$ cat config.mk
export PLATFORM = sky130hd
export DESIGN_NAME = sr_cmd_driver_flat
export DESIGN_NICKNAME = d
export VERILOG_FILES = /design/src/rtl/sr_cmd_driver_if.sv /design/src/rtl/sr_cmd_driver.sv /design/src/flat_wrapper.sv
export SDC_FILE = /design/constraint.sdc
export NUM_CORES = 1
export LEC_CHECK = 0
export BUFFER_PORTS_ARGS = -buffer_cell sky130_fd_sc_hd__buf_2
export CAP_MARGIN = 10
export CORE_ASPECT_RATIO = 1.5
export CORE_UTILIZATION = 25
export DETAILED_ROUTE_END_ITERATION = 6
export SYNTH_ARGS = -nofsm -noshare
export SYNTH_HDL_FRONTEND = slang
export SYNTH_SLANG_ARGS = --single-unit
$ cat constraint.sdc
create_clock -name clk -period 1.9 [get_ports clk]
set_clock_uncertainty 0.1 [all_clocks]
set_input_delay 0 -clock clk [delete_from_list [all_inputs] [get_ports clk]]
set_output_delay 0 -clock clk [all_outputs]
set_load 0.005 [all_outputs]
$ cat src/rtl/sr_cmd_driver_if.sv
// Request handshake between a command source and sr_cmd_driver.
// The master drives req_valid/req_op; the driver answers with req_ready.
interface sr_cmd_driver_if;
    logic       req_valid;
    logic [1:0] req_op;
    logic       req_ready;

    modport master (output req_valid, output req_op, input req_ready);
    modport slave  (input req_valid, input req_op, output req_ready);
endinterface

$ cat src/rtl/sr_cmd_driver.sv
// Turns handshaked hold/clear/set/toggle requests into non-overlapping set/reset pulses
// for an SR flop and tracks its expected state. Define SR_CMD_VERIFY_EN to add q readback with retry.
module sr_cmd_driver #(
    parameter int PULSE_CYC  = 2,
    parameter int SETTLE_CYC = 2,
    parameter int RETRY_MAX  = 3,
    parameter int INIT_CLEAR = 1
) (
    input  logic             clk,
    input  logic             rst,
    sr_cmd_driver_if.slave   req,
    output logic             set_o,
    output logic             reset_o,
    input  logic             q_fb,
    output logic             tracked_q,
    output logic             busy,
    output logic             done,
    output logic             err
);

    typedef enum logic [2:0] {
        ST_INIT,
        ST_IDLE,
        ST_PULSE,
        ST_SETTLE,
        ST_CHECK
    } state_e;

    typedef enum logic [1:0] {
        OP_HOLD   = 2'b00,
        OP_CLEAR  = 2'b01,
        OP_SET    = 2'b10,
        OP_TOGGLE = 2'b11
    } op_e;

    localparam int CNT_MAX = (PULSE_CYC > SETTLE_CYC) ? PULSE_CYC : SETTLE_CYC;
    localparam int CW      = ($clog2(CNT_MAX) > 0) ? $clog2(CNT_MAX) : 1;
    localparam int RW      = ($clog2(RETRY_MAX + 1) > 0) ? $clog2(RETRY_MAX + 1) : 1;

    localparam logic [CW-1:0] PULSE_LAST  = CW'(PULSE_CYC - 1);
    localparam logic [CW-1:0] SETTLE_LAST = CW'(SETTLE_CYC - 1);

    state_e          state_q, state_d;
    logic [CW-1:0]   cnt_q, cnt_d;
    logic [RW-1:0]   retry_q, retry_d;
    logic            target_q, target_d;
    logic            init_q, init_d;
    logic            trk_q, trk_d;
    logic            set_q, set_d;
    logic            reset_q, reset_d;
    logic            ready_q, ready_d;
    logic            busy_q, busy_d;
    logic            done_q, done_d;
    logic            err_q, err_d;
    logic            strobe_d;

`ifdef SR_CMD_VERIFY_EN
    localparam logic [RW-1:0] RETRY_LIM = RW'(RETRY_MAX);
`else
    logic unused_q_fb;
    assign unused_q_fb = q_fb;
`endif

    always_comb begin
        // NOTE: every next-state signal gets a default first so no path leaves it unassigned (no latches).
        state_d  = state_q;
        cnt_d    = cnt_q;
        retry_d  = retry_q;
        target_d = target_q;
        init_d   = init_q;
        trk_d    = trk_q;
        strobe_d = 1'b0;
        done_d   = 1'b0;
        err_d    = 1'b0;

        case (state_q)
            ST_INIT: begin
                // The power-up clear reuses the normal clear path; init_q suppresses its done pulse.
                target_d = 1'b0;
                init_d   = 1'b1;
                retry_d  = '0;
                cnt_d    = '0;
                strobe_d = 1'b1;
                state_d  = ST_PULSE;
            end

            ST_IDLE: begin
                if (req.req_valid && ready_q) begin
                    retry_d = '0;
                    cnt_d   = '0;
                    init_d  = 1'b0;
                    case (req.req_op)
                        OP_CLEAR:  target_d = 1'b0;
                        OP_SET:    target_d = 1'b1;
                        OP_TOGGLE: target_d = ~trk_q;
                        default:   target_d = target_q;
                    endcase
                    if (req.req_op == OP_HOLD) begin
                        done_d = 1'b1;
                    end else begin
                        strobe_d = 1'b1;
                        state_d  = ST_PULSE;
                    end
                end
            end

            ST_PULSE: begin
                if (cnt_q == PULSE_LAST) begin
                    cnt_d   = '0;
                    state_d = ST_SETTLE;
                end else begin
                    cnt_d    = cnt_q + 1'b1;
                    strobe_d = 1'b1;
                end
            end

            ST_SETTLE: begin
                if (cnt_q == SETTLE_LAST) begin
                    cnt_d = '0;
`ifdef SR_CMD_VERIFY_EN
                    state_d = ST_CHECK;
`else
                    trk_d   = target_q;
                    done_d  = ~init_q;
                    state_d = ST_IDLE;
`endif
                end else begin
                    cnt_d = cnt_q + 1'b1;
                end
            end

`ifdef SR_CMD_VERIFY_EN
            ST_CHECK: begin
                if (q_fb == target_q) begin
                    trk_d   = target_q;
                    done_d  = ~init_q;
                    state_d = ST_IDLE;
                end else if (retry_q < RETRY_LIM) begin
                    retry_d  = retry_q + 1'b1;
                    strobe_d = 1'b1;
                    state_d  = ST_PULSE;
                end else begin
                    // Out of retries: believe the flop rather than the request.
                    err_d   = 1'b1;
                    trk_d   = q_fb;
                    state_d = ST_IDLE;
                end
            end
`endif

            default: begin
                state_d = ST_IDLE;
            end
        endcase

        // Both strobes derive from one enable and the target bit, so they can never be high together.
        set_d   = strobe_d & target_d;
        reset_d = strobe_d & ~target_d;
        ready_d = (state_d == ST_IDLE);
        busy_d  = ~ready_d;
    end

    always_ff @(posedge clk) begin
        // NOTE: sequential state uses non-blocking assignments so every register sees pre-edge values.
        if (rst) begin
            state_q  <= (INIT_CLEAR != 0) ? ST_INIT : ST_IDLE;
            cnt_q    <= '0;
            retry_q  <= '0;
            target_q <= 1'b0;
            init_q   <= 1'b0;
            trk_q    <= 1'b0;
            set_q    <= 1'b0;
            reset_q  <= 1'b0;
            ready_q  <= (INIT_CLEAR == 0);
            busy_q   <= (INIT_CLEAR != 0);
            done_q   <= 1'b0;
            err_q    <= 1'b0;
        end else begin
            state_q  <= state_d;
            cnt_q    <= cnt_d;
            retry_q  <= retry_d;
            target_q <= target_d;
            init_q   <= init_d;
            trk_q    <= trk_d;
            set_q    <= set_d;
            reset_q  <= reset_d;
            ready_q  <= ready_d;
            busy_q   <= busy_d;
            done_q   <= done_d;
            err_q    <= err_d;
        end
    end

    assign req.req_ready = ready_q;
    assign set_o         = set_q;
    assign reset_o       = reset_q;
    assign tracked_q     = trk_q;
    assign busy          = busy_q;
    assign done          = done_q;
    assign err           = err_q;

endmodule

$ cat src/flat_wrapper.sv
// flat-port wrapper written by rule: the top's interface ports become plain ports
module sr_cmd_driver_flat 
#(
    parameter int PULSE_CYC  = 2,
    parameter int SETTLE_CYC = 2,
    parameter int RETRY_MAX  = 3,
    parameter int INIT_CLEAR = 1
)
  (clk, rst, set_o, reset_o, q_fb, tracked_q, busy, done, err, req_req_valid, req_req_op, req_req_ready);
  sr_cmd_driver_if req_i ();
  input  logic clk;
  input  logic rst;
  output logic set_o;
  output logic reset_o;
  input  logic q_fb;
  output logic tracked_q;
  output logic busy;
  output logic done;
  output logic err;
  input wire logic [$bits(req_i.req_valid)-1:0] req_req_valid;
  input wire logic [$bits(req_i.req_op)-1:0] req_req_op;
  output wire logic [$bits(req_i.req_ready)-1:0] req_req_ready;
  assign req_i.req_valid = req_req_valid;
  assign req_i.req_op = req_req_op;
  assign req_req_ready = req_i.req_ready;
  sr_cmd_driver #(.PULSE_CYC(PULSE_CYC), .SETTLE_CYC(SETTLE_CYC), .RETRY_MAX(RETRY_MAX), .INIT_CLEAR(INIT_CLEAR)) u_core (.clk(clk), .rst(rst), .req(req_i), .set_o(set_o), .reset_o(reset_o), .q_fb(q_fb), .tracked_q(tracked_q), .busy(busy), .done(done), .err(err));
endmodule
==> metrics.yaml <==
status:
  status: "finished clean"
cts:
  cts_buffers: 3
  clk_latency_ns: 0.26
  postCtsSetupRepairBufs: 0
  clock_path_buffers: 2
  cts_tree: "done"
  cts_resized: 0
  clk_pin_slew_ns: 0.07
  htree_num_levels: 1
  cts-hold-fix-buffers: 1
  cts-root-buf: "clkbuf_4"
  clkSinkCount: 12
logic_synthesis:
  ys.flop_type: "dfxtp_1"
  yosysWarnings: 0
  synth_area_per_cell_um2: 9.77
  post-synth-top-area-cell: "dfxtp_1"
  synthCells: 52
  netlist_area_um2: 508
  seq_area_frac_synth_pct: 47.3
  yosys_register_bits: 12
  synth_edf_count: 0
  synthArstFlopShare_pct: 0
  synth_cell_types: 30
  synth.top_cells.by_area: "dfxtp_1 (47%), a21oi_1 (5.9%), a21o_1 (3.0%)"
  yosys.area.top_type_share_pct: 47.3
power_and_ir_drop:
  p_leak_nw: 0.256
  ir_drop_uv: 279
  power_density_nw_per_um2: 792
routing:
  first_pass_iters: 2
  num_vias: 398
  ant_nets: 0
  drc: 0
  routedWlPerCell_um: 10.6
  first_iter_violations: 1
  wl_um: 893
  routed_via_density: 4.74
worst_setup_path:
  worst_path_max_delay_cell: "a2111o_1"
  worstSetupEndpointType: "flop"
  critPathMaxFanout: 5
  cp_cell_sequence: "o211ai_1 > a2111o_1 > and3b_1"
  cp.required_ns: 2.01
  slowest_delay_ns: 0.45
  cp.arrival_ns: 1.48
  criticalPathCategory: "reg2reg"
  start_kind: "flop"
global_routing:
  grt_pass1_wl_mm: 1.39
  grt_pass1_vias: 356
  grt_antenna_before_repair: 0
  grt_usage_pct: 9.30
  grt_start_max_net_pins: 13
  gr-total-overflow: 0
sta:
  post-route-period-util_pct: 72.1
  max_freq_mhz: 730
  drv_slew: 0
  layout_min_cycle_time_ns: 1.37
  fin_tns_setup_ns: 0
  hold_violations: 0
  rsz0062_at_grt: "no"
  setup_violations: 0
die:
  fp-row-count: 19
  die_y_um: 57.2
  dieArea_um2: 2220
  ios: 13
  initial_utilization_pct: 27.0
  fp.dieW_um: 38.8
  core_area_um2: 1880
cells_and_area:
  area.growth.synth_to_final_pct: 16.7
  fillers: 200
  fin_util_pct: 31.6
  instances_no_fill: 84
  design_area_um2: 593
  drive_gt1_share_pct: 20.6
  layout_commonest_cell: "dfxtp_1"
  num_antenna_cells: 0
  nNetsFinal: 71
  final_cell_mix: "dfxtp_1 (12), buf_2 (10), a21oi_1 (6)"
worst_hold_path:
  hold_path_class: "in2reg"
placed_design:
  gp_congestion: 0.629
  placedCellCount: 80
  port-buffer-count: 10
  place_area_um2: 561
  dpl.hpwl_um: 661
flow_run:
  max-cap-violations: 0
through the flow:
stage               total power, mW  hold WS [ns]  setup slack, ns
CTS                           0.478        0.0323            0.528
global route                  0.495        0.0490            0.452
floorplan                     0.316         0.155            0.607
global placement              0.327         0.197            0.549
detailed placement            0.328         0.197            0.540
finish                        0.470        0.0435            0.531
synth_stat cells (all sizes together) (2+ instances only):
library cell	count
a21o	2
a21oi	6
and2	2
buf	4
dfxtp	12
nand2b	2
nor2	3
o211ai	2
power breakdown:
group / internal (mW) / leakage, nW / switching [mW]
Sequential: 0.264 / 0.0988 / 0.0148
Combinational: 0.0239 / 0.144 / 0.0207
Clock: 0.0732 / 0.0138 / 0.0737
Total: 0.361 / 0.256 / 0.109
cells by family after synthesis:
family | Yosys count | share of synthesized area [%]
and+or+nand+nor | 15 | 19.2
DFF | 12 | 47.3
muxes | 1 | 1.97
other | 1 | 0.738
AOI/OAI and AO/OA | 18 | 24.6
buffers and inverters | 5 | 6.16
final timing paths:
path | cells after the start | slack, ns | end | from
setup / recovery | 3 | 0.53 | u_core.reset_o$_SDFF_PP0_ | u_core.req.req_ready$_SDFF_PP0_
hold / removal | 4 | 0.04 | u_core.init_q$_SDFFE_PP0P_ | req_req_valid
setup reg to reg | 3 | 0.53 | u_core.reset_o$_SDFF_PP0_ | u_core.req.req_ready$_SDFF_PP0_
hold reg to reg | 2 | 0.41 | u_core.init_q$_SDFFE_PP0P_ | u_core.init_q$_SDFFE_PP0P_
state kept, by name, indices dropped and copies added, names as in the netlist:
| signal | flops |
|---|---|
| u_core.set_o | 1 |
| u_core.req.req_ready | 1 |
| u_core.busy | 1 |
| u_core.init_q | 1 |
| u_core.cnt_q | 1 |
| u_core.reset_o | 1 |
| u_core.done | 1 |
| u_core.tracked_q | 1 |
| u_core.state_q | 3 |
| u_core.target_q | 1 |
area by class of cell:
type	instances	area (µm²)	area share, %
repair buffers	11	60.1	10.1
inverters	1	3.75	0.633
multi-input cells	36	240	40.5
flip-flops and latches	12	240	40.5
clock buffers	3	22.5	3.80
well taps	21	26.3	4.43
routing by layer:
| layer | vias up | share of wire [%] | track usage (%) | wire length [µm] |
|---|---|---|---|---|
| met4 | 0 | 2.4 | 8.87 | 21 |
| li1 | 213 | - | - | - |
| met1 | 176 | 44 | 10.1 | 397 |
| met2 | 7 | 48 | 13.1 | 432 |
| met5 | - | 0 | 0 | 0 |
| met3 | 2 | 4.7 | 3.50 | 42 |
worst max-delay path: cells and delay by family (launching register included):
kind	cells	cell delay (ns)
DFF	1	0.39
and+or+nand+nor	1	0.21
AOI/OAI and AO/OA	2	0.62
Power figures use the tool's default switching activity.
